**src/rtl/seq_divider_if.sv**
```systemverilog
// seq_divider_if: operator/display bundle for the sequential divider (master = operator side, slave = divider)
interface seq_divider_if #(
    parameter int WIDTH = 8
);
    logic [WIDTH-1:0] Din;
    logic             Load_Divisor;
    logic             Execute;
    logic [WIDTH-1:0] Quotient;
    logic [WIDTH-1:0] Remainder;
    logic [WIDTH-1:0] Divisor;
    logic             Busy;
    logic             Done;
    logic             DivZero;
    logic [5:0]       debug;

    modport master (
        output Din, Load_Divisor, Execute,
        input  Quotient, Remainder, Divisor, Busy, Done, DivZero, debug
    );

    modport slave (
        input  Din, Load_Divisor, Execute,
        output Quotient, Remainder, Divisor, Busy, Done, DivZero, debug
    );
endinterface

```
**src/rtl/seq_divider.sv**
```systemverilog
// seq_divider: restoring shift-subtract unsigned divider; SEQ_DIVIDER_FAST_EN merges shift and subtract into one state per bit
module seq_divider #(
    parameter int WIDTH = 8
) (
    input logic         Clk,
    input logic         Reset_n,
    seq_divider_if.slave bus
);
    localparam logic [5:0] ST_START  = 6'd0;
`ifdef SEQ_DIVIDER_FAST_EN
    localparam logic [5:0] ST_FINISH = 6'(WIDTH + 1);
`else
    localparam logic [5:0] ST_FINISH = 6'(2 * WIDTH + 1);
`endif

    logic [5:0]       state;
    logic [WIDTH:0]   r, tr_base, diff;
    logic [WIDTH-1:0] q, q_base, d;
    logic             dz, shift_phase;

    // Trial-subtract operands: pre-shifted in fast mode, raw registers in the two-cycle mode
    always_comb begin
`ifdef SEQ_DIVIDER_FAST_EN
        tr_base     = {r[WIDTH-1:0], q[WIDTH-1]};
        q_base      = {q[WIDTH-2:0], 1'b0};
        shift_phase = 1'b0;
`else
        tr_base     = r;
        q_base      = q;
        shift_phase = state[0];
`endif
        diff = tr_base - {1'b0, d};
    end

    // Control FSM and datapath; iteration states simply count up into Finish
    always_ff @(posedge Clk or negedge Reset_n) begin
        if (!Reset_n) begin
            state <= ST_START;
            q     <= '0;
            r     <= '0;
            d     <= '0;
            dz    <= 1'b0;
        end else if (state == ST_START) begin
            if (bus.Load_Divisor) begin
                d <= bus.Din;
            end else if (bus.Execute) begin
                if (d != '0) begin
                    q     <= bus.Din;
                    r     <= '0;
                    dz    <= 1'b0;
                    state <= 6'd1;
                end else begin
                    q     <= '1;
                    r     <= {1'b0, bus.Din};
                    dz    <= 1'b1;
                    state <= ST_FINISH;
                end
            end
        end else if (state == ST_FINISH) begin
            if (!bus.Execute) state <= ST_START;
        end else begin
            if (shift_phase) begin
                {r, q} <= {r[WIDTH-1:0], q, 1'b0};
            end else begin
                r <= diff[WIDTH] ? tr_base : diff;
                q <= {q_base[WIDTH-1:1], ~diff[WIDTH]};
            end
            state <= state + 6'd1;
        end
    end

    assign bus.Quotient  = q;
    assign bus.Remainder = r[WIDTH-1:0];
    assign bus.Divisor   = d;
    assign bus.DivZero   = dz;
    assign bus.Busy      = (state != ST_START) && (state != ST_FINISH);
    assign bus.Done      = (state == ST_FINISH);
    assign bus.debug     = state;
endmodule

```
**src/flat_wrapper.sv**
```systemverilog
// flat-port wrapper written by rule: the top's interface ports become plain ports
module seq_divider_flat 
#(
    parameter int WIDTH = 8
)
  (Clk, Reset_n, bus_Din, bus_Load_Divisor, bus_Execute, bus_Quotient, bus_Remainder, bus_Divisor, bus_Busy, bus_Done, bus_DivZero, bus_debug);
  seq_divider_if #(.WIDTH(WIDTH)) bus_i ();
  input logic Clk;
  input logic Reset_n;
  input wire logic [$bits(bus_i.Din)-1:0] bus_Din;
  input wire logic [$bits(bus_i.Load_Divisor)-1:0] bus_Load_Divisor;
  input wire logic [$bits(bus_i.Execute)-1:0] bus_Execute;
  output wire logic [$bits(bus_i.Quotient)-1:0] bus_Quotient;
  output wire logic [$bits(bus_i.Remainder)-1:0] bus_Remainder;
  output wire logic [$bits(bus_i.Divisor)-1:0] bus_Divisor;
  output wire logic [$bits(bus_i.Busy)-1:0] bus_Busy;
  output wire logic [$bits(bus_i.Done)-1:0] bus_Done;
  output wire logic [$bits(bus_i.DivZero)-1:0] bus_DivZero;
  output wire logic [$bits(bus_i.debug)-1:0] bus_debug;
  assign bus_i.Din = bus_Din;
  assign bus_i.Load_Divisor = bus_Load_Divisor;
  assign bus_i.Execute = bus_Execute;
  assign bus_Quotient = bus_i.Quotient;
  assign bus_Remainder = bus_i.Remainder;
  assign bus_Divisor = bus_i.Divisor;
  assign bus_Busy = bus_i.Busy;
  assign bus_Done = bus_i.Done;
  assign bus_DivZero = bus_i.DivZero;
  assign bus_debug = bus_i.debug;
  seq_divider #(.WIDTH(WIDTH)) u_core (.Clk(Clk), .Reset_n(Reset_n), .bus(bus_i));
endmodule
```
**config.mk**
```make
export PLATFORM = sky130hd
export DESIGN_NAME = seq_divider_flat
export DESIGN_NICKNAME = d
export VERILOG_FILES = /design/src/rtl/seq_divider_if.sv /design/src/rtl/seq_divider.sv /design/src/flat_wrapper.sv
export SDC_FILE = /design/constraint.sdc
export NUM_CORES = 1
export LEC_CHECK = 0
export CAP_MARGIN = 25
export CORE_MARGIN = 10
export CORE_UTILIZATION = 54
export DETAILED_ROUTE_END_ITERATION = 10
export GPL_ROUTABILITY_DRIVEN = 0
export GPL_TIMING_DRIVEN = 0
export PLACE_DENSITY = 0.95
export SYNTH_ARGS = -nofsm -noshare
export SYNTH_HDL_FRONTEND = slang
export SYNTH_SLANG_ARGS = --single-unit
```
**constraint.sdc**
```tcl
create_clock -name Clk -period 4.8 [get_ports Clk]
set_input_delay 0.96 -clock Clk [delete_from_list [all_inputs] [get_ports Clk]]
set_output_delay 0.96 -clock Clk [all_outputs]
set_load 0.1 [all_outputs]
```
# == Word-level counts from Yosys, hierarchy flattened ==
# Cells that the tools add are included.
# totals
elab_cells,48
output_inout_bits,33
ff_bits,32
# classes
n_addsub,2
n_mux,20
n_reduce_logical,11
n_eq_ne,7
bitwise,2
# ops
cell,count
2-to-1 mux 8 bit,7
2-to-1 mux 9 bit,6
2-to-1 mux 6 bit,5
AND reduction 3 bit,3
subtractor 9 x 8 -> 9 bit,1
AND reduction 4 bit,2
nonzero test 8 bit,1
adder 6 x 1 -> 6 bit (second input constant),1
equality test 6 x 5 -> 1 bit (second input constant),1
logical NOT 6 bit,1
inequality test 3 x 2 -> 1 bit (second input constant),2
inequality test 6 x 5 -> 1 bit (second input constant),1
nonzero test 6 bit,1
2-to-1 mux 5 bit,1
inequality test 2 bit (second input constant),2
inequality test 2 x 1 -> 1 bit (second input constant),1
inverter 1 bit,2
AND reduction 2 bit,1
nonzero test 2 bit,1
logical AND 1 bit,1
2-to-1 mux 1 bit,1

# == Logic depth before layout (Yosys ltp) ==
# Gate-level depths: netlist of run 1.
# depth
ltp_word,5
depth_mapped,10
ltp_nobuf,9

# == Worst setup path before layout of run 1 ==
# No wires, ideal clock.
# synth_timing
kind,flip-flop to output port
startpoint,"reg u_core.state[0], in the netlist u_core.bus.debug[0]"
endpoint,out bus_Busy
t_arrival_ps,2412
stages_incl_launch_ff,6
required_ps,3840
path_slack_ps,1428
path_cell_list,dfrtp_1 > inv_1 > ha_1 > nand3b_1 > nand2_1 > inv_1
# synth_between
elab_chain_len,2
word_cells_on_any_way,3
classes_between,eq/ne: 1; reduce/logical: 2
# synth_lines
item,line,source
from (decl),seq_divider.sv:16,logic [5:0] state;
from (signal assigned),seq_divider.sv:68,state <= state + 6'd1;
inequality test 6 x 5 -> 1 bit / nonzero test 6 bit (equally long branches),seq_divider.sv:76,assign bus.Busy = (state != ST_START) && (state != ST_FINISH);
logical AND 1 bit (*),seq_divider.sv:76,
to (decl),flat_wrapper.sv:16,output wire logic [$bits(bus_i.Busy)-1:0] bus_Busy;
# Mark *: on every way between the ends. The rest lies on a longest branch, timed or not.

# == Worst setup path after layout of run 1 ==
# Same ends and word-level chain as after synthesis.

==> qor.yml, run 1 <==
outcome:
  status: "finished clean"
critical_path:
  cp-end-kind: "primary output"
  cpPeakStageDelay_ps: 1150
  critPathTopFamily: "buffers and inverters"
  cp.arrival_ps: 2840
  cp.required_ps: 3840
  critical_path_buf_inv_count: 3
  slowest_stage: "clkdlybuf4s50_1"
  crit_type: "register to primary output"
  cpMostUsedCell: "inv_1"
  cp_max_fo: 8
  worstPathCellList: "inv_1 -> ha_1 -> nand3b_1 -> nand2_1 -> inv_1 -> clkdlybuf4s50_1"
  crit_path_start_kind: "register"
finish:
  fillers: 253
  final-seq-area_um2: 801
  nets: 284
  multi_input_area_um2: 1030
  drive_gt1_share_pct: 14.2
  antenna_cells: 0
  area.growth.synth_to_final_pct: 32.8
yosys:
  synth-main-ff-cell: "dfrtp_1"
  synth_top_cell_area_share_pct: 40.0
  synth.distinct_cells: 44
  seq_area_frac_synth_pct: 40.0
  ys_seq_elements: 32
  netlist_instances: 207
  yosys.area.top_type: "dfrtp_1"
  async_flop_share_pct: 100
  synth-edff-count: 0
  synth_warnings: 0
  synth_nets: 231
  synth.area.top_cells: "dfrtp_1, ha_1, mux2_2"
  synth_area_per_cell_um2: 9.67
  synth_area_um2: 2000
route:
  met2_wirelength_mm: 2.87
  routed-via-count: 1850
  drt-initial-drc-count: 205
  finalWirelength_mm: 5.52
  met1_length_mm: 2.06
  wire_per_inst_um: 17.9
  drc_errors: 0
  top_layer: "met4"
  first_pass_iters: 4
  wl_met3_um: 477
  via_per_inst: 5.99
  ant_nets: 0
timing:
  slew_viol_final: 0
  setup_viol: 0
  worstMarginPinSlew_ps: 994
  hold_violations: 0
  min_period_ps: 3800
  slew_headroom_pct: 33.5
  finClkSkew_ps: 5.65
  rsz0062_at_grt: "false"
  post-route-period-util_pct: 79.2
  fmax_mhz: 263
  tns_ps: 0
global_route:
  grt_usage_pct: 17.8
  grt_first_pass_wirelength_mm: 9.19
  grt_max_degree: 14
  grt_pass1_vias: 1852
  grt_overflow: 0
  antenna_found_initial: 0
die:
  core_area_um2: 3630
  die_w_um: 80.9
  die-area_um2: 6540
  ios: 45
  initial_core_util_pct: 55.1
  die_y_um: 80.9
  num_rows: 22
place:
  io_buffers: 44
  place_hpwl_mm: 4.13
clock_tree:
  numCtsBuffers: 5
  cts_resized: 0
  cts_sinks: 32
  cts_tree: "yes"
  h-tree-depth: 2
  postCtsSetupRepairBufs: 0
  clk_path_buf_depth: 2
  path_clk_slew_ps: 70
  cts_hold_buf: 0
  clk-insertion-delay-late_ps: 280
  clockRootBuffer: "clkbuf_8"
min_path:
  holdCritPathClass: "register to register"
run:
  max_cap_viol_count: 0
## flip-flops by register name (all words and copies together), names as in the netlist
signal and count:
u_core.r 9, u_core.bus.Quotient 8, u_core.bus.debug 6, u_core.bus.Divisor 8, u_core.bus.DivZero 1
## path summary, 6_finish.rpt
path / startpoint / end / slack (ps) / depth (start not counted)
min in group asynchronous: Reset_n / u_core.bus.debug[3] / 980 / 1
max in group asynchronous: Reset_n / u_core.bus.Quotient[6] / 3220 / 3
max: u_core.bus.debug[0] / bus_Busy / 1000 / 6
min: u_core.bus.debug[5] / u_core.bus.debug[5] / 540 / 1
min reg2reg: u_core.bus.debug[5] / u_core.bus.debug[5] / 540 / 1
max reg2reg: u_core.bus.Divisor[0] / u_core.r[4] / 2190 / 9
## area by class of cell
class                   count  area share [%]
multi-input cells         143            38.9
flip-flops and latches     32            30.1
repair buffers             46            17.7
plain buffers              15            3.86
clock buffers               7            3.63
inverters                  17            2.40
well taps                  48            2.26
clock inverters             1            1.13
## layer usage
metal  global-route usage, %  vias to the layer above
li1                        -                      851
met5                       0                        -
met1                    21.1                      894
met2                    30.1                       94
met3                    3.20                       11
met4                    9.34                        0
## placed cells by master (no fill, tap or decap), types with 2 or more instances in the layout
cell type	n
a222oi_1	3
dfrtp_1	32
buf_8	2
clkdlybuf4s50_1	44
nor4_1	2
mux2_2	8
a211oi_1	3
nor2_1	18
mux2i_1	7
o21ai_0	11
o31a_1	3
mux2_1	3
a221oi_1	8
o21a_1	2
buf_4	11
or2_2	2
xnor2_1	5
buf_2	4
nand2_1	15
inv_1	17
a21oi_1	11
clkbuf_8	7
nand2b_1	2
nand3_1	3
nor2b_1	2
a22oi_1	3
o22ai_1	2
ha_1	11
## cell usage after synthesis (4+ instances only)
library cell / count
xnor2_1: 5
a221oi_1: 8
inv_1: 17
a21oi_1: 11
mux2_2: 8
o21ai_0: 11
buf_2: 4
buf_4: 11
mux2i_1: 7
nand2_1: 15
dfrtp_1: 32
ha_1: 11
nor2_1: 18
## worst reg2reg max path: stages, from the launching register on
cell	delay (ps)
dfrtp_1	420
ha_1	260
fa_1	430
nor2b_1	180
o31a_1	220
o21ai_1	120
xnor2_1	160
o21bai_1	150
buf_4	230
mux2_1	340
## stage by stage
| stage | hold WS [ps] | util [%] | instance area [um^2] | setup WS (ps) | std cells |
|---|---|---|---|---|---|
| after global placement | 505 | 68.8 | 2500 | 1390 | 299 |
| after floorplan | 513 | - | 2000 | 1430 | 207 |
| final | 539 | 73.1 | 2660 | 997 | 309 |
| after global routing | 546 | 73.1 | 2660 | 827 | 309 |
| after detailed placement | 525 | 69.7 | 2530 | 1360 | 301 |
| after CTS | 539 | 73.1 | 2660 | 1020 | 309 |
## cells by family after synthesis
family | Yosys count | share of synthesized area (%)
adder cells (fa/ha/maj) | 12 | 7.88
AND/OR/NAND/NOR | 52 | 12.4
buffers and inverters | 32 | 8.32
AO/OA/AOI/OAI | 55 | 19.1
XOR/XNOR | 6 | 2.63
multiplexers | 18 | 9.69
flip-flops | 32 | 40.0
Power of run 1 is not shown: default switching activity piles up to over one toggle a cycle in this logic, so the estimate is an artifact.
==> inputs of run 2 (changes only) <==
Settings changed: CORE_UTILIZATION 54 to 50, PLACE_DENSITY 0.95 to 0.91.
Clock period 4.8 ns to 4 ns, I/O delays scaled along.
==> run 2 against run 1 <==
  * Non-clock buffer count down 2
  * Register-to-register slack got worse by 740 ps
  * Largest cell class unchanged
  * Critical endpoint unchanged
  * First-iteration DRC count grew 44%
  * Highest routed layer unchanged
==> qor.yml, run 2 (synthesized netlist as in run 1, its figures left out) <==
outcome:
  status: "finished clean"
global_route:
  grt_first_pass_wirelength_mm: 8.68  # -5.5%
  grt_max_degree: 33  # +19
  antenna_found_initial: 0  # unchanged
  grt_overflow: 0  # unchanged
  grt_usage_pct: 15.1  # -2.7 points
  grt_pass1_vias: 1719  # -7.2%
place:
  place_hpwl_mm: 4.03  # -2.4%
  dp_cells: 299  # -0.66%
  io_buffers: 44  # unchanged
timing:
  slew_headroom_pct: 33.4  # -0.13 points
  worstMarginPinSlew_ps: 996  # +1.91 ps
  rsz0062_at_grt: "false"
  min_period_ps: 3680
  finClkSkew_ps: 10.0  # +4.36 ps
  setup_viol: 0  # unchanged
  slew_viol_final: 0  # unchanged
  tns_ps: 0  # unchanged
  fmax_mhz: 272
  hold_violations: 0  # unchanged
  post-route-period-util_pct: 92.1
critical_path:
  cp.required_ps: 3200  # -640 ps
  cp.arrival_ps: 2880  # +40 ps
  cpMostUsedCell: "inv_1"
  cpPeakStageDelay_ps: 1150  # about the same
  crit_type: "register to primary output"
  cp_max_fo: 8  # unchanged
  slowest_stage: "clkdlybuf4s50_1"
  cp-end-kind: "primary output"
  crit_path_start_kind: "register"
  critical_path_buf_inv_count: 3  # unchanged
  worstPathCellList: "inv_1 -> ha_1 -> nand3b_1 -> nand2_1 -> inv_1 -> clkdlybuf4s50_1"
  critPathTopFamily: "buffers and inverters"
route:
  drt-initial-drc-count: 295  # +44%
  drc_errors: 0  # unchanged
  via_per_inst: 5.84  # -2.4%
  routed-via-count: 1794  # -3.0%
  first_pass_iters: 5  # +1
  wire_per_inst_um: 17.5  # -2.3%
  ant_nets: 0  # unchanged
  finalWirelength_mm: 5.36  # -3.0%
die:
  die_y_um: 83.3  # +2.9%
  core_area_um2: 3770  # +3.8%
  die-area_um2: 6930  # +6.0%
  ios: 45  # unchanged
  die_w_um: 83.3  # +2.9%
  num_rows: 22  # unchanged
  initial_core_util_pct: 53.1  # -2.0 points
finish:
  drive_gt1_share_pct: 13.9  # -0.28 points
  largest_reg_flops: 9  # unchanged
  layout_common_cells: "clkdlybuf4s50_1, dfrtp_1, nor2_1, inv_1, nand2_1"
  nets: 282  # -0.70%
  final_common_cell: "clkdlybuf4s50_1"
  stdcell_count: 307  # -0.65%
  top_register: "u_core.r"
  area.growth.synth_to_final_pct: 29.4
  fillers: 274  # +8.3%
  antenna_cells: 0  # unchanged
clock_tree:
  clockRootBuffer: "clkbuf_8"
  numCtsBuffers: 5  # unchanged
  h-tree-depth: 2  # unchanged
  postCtsSetupRepairBufs: 0  # unchanged
  clk_path_buf_depth: 2  # unchanged
  cts_resized: 0  # unchanged
  cts_hold_buf: 0  # unchanged
  path_clk_slew_ps: 70  # about the same
  cts_sinks: 32  # unchanged
  cts_tree: "yes"
  clk-insertion-delay-late_ps: 300  # +20 ps
run:
  max_cap_viol_count: 0  # unchanged
min_path:
  holdCritPathClass: "register to register"
run 2: cell types whose count changed in the layout (fill, tap and decap cells not counted):
cell,before,now
clkbuf_8,7,6
clkdlybuf4s50_1,44,43
buf_2,4,5
clkinv_2,0,2
bufinv_16,1,0
buf_8,2,0
run 2: final cells by class:
| cell class | instances | area (um^2) | area share [%] |
|---|---|---|---|
| repair buffers | 44 | 435 | 16.8 |
| plain buffers | 15 | 103 | 3.96 |
| clock buffers | 6 | 82.6 | 3.19 |
| multi-input cells | 143 | 1030 | 39.9 |
| flip-flops and latches | 32 | 801 | 30.9 |
| clock inverters | 2 | 10.0 | 0.387 |
| inverters | 17 | 63.8 | 2.46 |
| well taps | 48 | 60.1 | 2.32 |
run 2: per-layer routing:
layer | track usage, % | routed length, um
met1 | 17.9 | 2110
met5 | 0 | 0
met3 | 4.49 | 509
met2 | 24.4 | 2630
met4 | 6.77 | 112
run 2: worst paths after layout:
check                                      start  slack [ps]                     to  cells after the start
max                          u_core.bus.debug[0]         320               bus_Busy                      6
min                          u_core.bus.debug[5]         510    u_core.bus.debug[5]                      1
max reg2reg                u_core.bus.Divisor[0]        1450            u_core.r[4]                      9
min reg2reg                  u_core.bus.debug[5]         510    u_core.bus.debug[5]                      1
max in group asynchronous                Reset_n        2980            u_core.r[5]                      1
min in group asynchronous                Reset_n         550  u_core.bus.Divisor[0]                      1
run 2: metrics by stage:
stage	area, um^2	worst slack (ps)	util (%)	hold WS [ps]
floorplan	2000	788	-	504
global placement	2500	731	66.3	497
detailed placement	2500	690	66.2	501
CTS	2590	331	68.6	519
global route	2590	190	68.6	527
finish	2590	318	68.6	514
run 2: worst reg2reg max path, cell delays in order, from the launching register on:
cell	delay, ps
dfrtp_1	420
ha_1	250
fa_1	410
nor2b_1	180
o31a_1	190
o21ai_1	110
xnor2_1	150
o21bai_1	160
buf_4	230
mux2_1	340
Power of run 2 is left out for the same reason.
==> inputs of run 3 (changes only) <==
Clock period 4 ns to 4.07 ns, I/O delays scaled along.
==> results of run 3 <==
Same layout as run 2 (identical final DEF). Status: finished clean.
Main changes from that run: setup slack after placement 690 ps -> 746 ps; setup slack after layout 318 ps -> 374 ps; register-to-register setup slack 1450 ps -> 1520 ps
Power of run 3 is left out for the same reason.
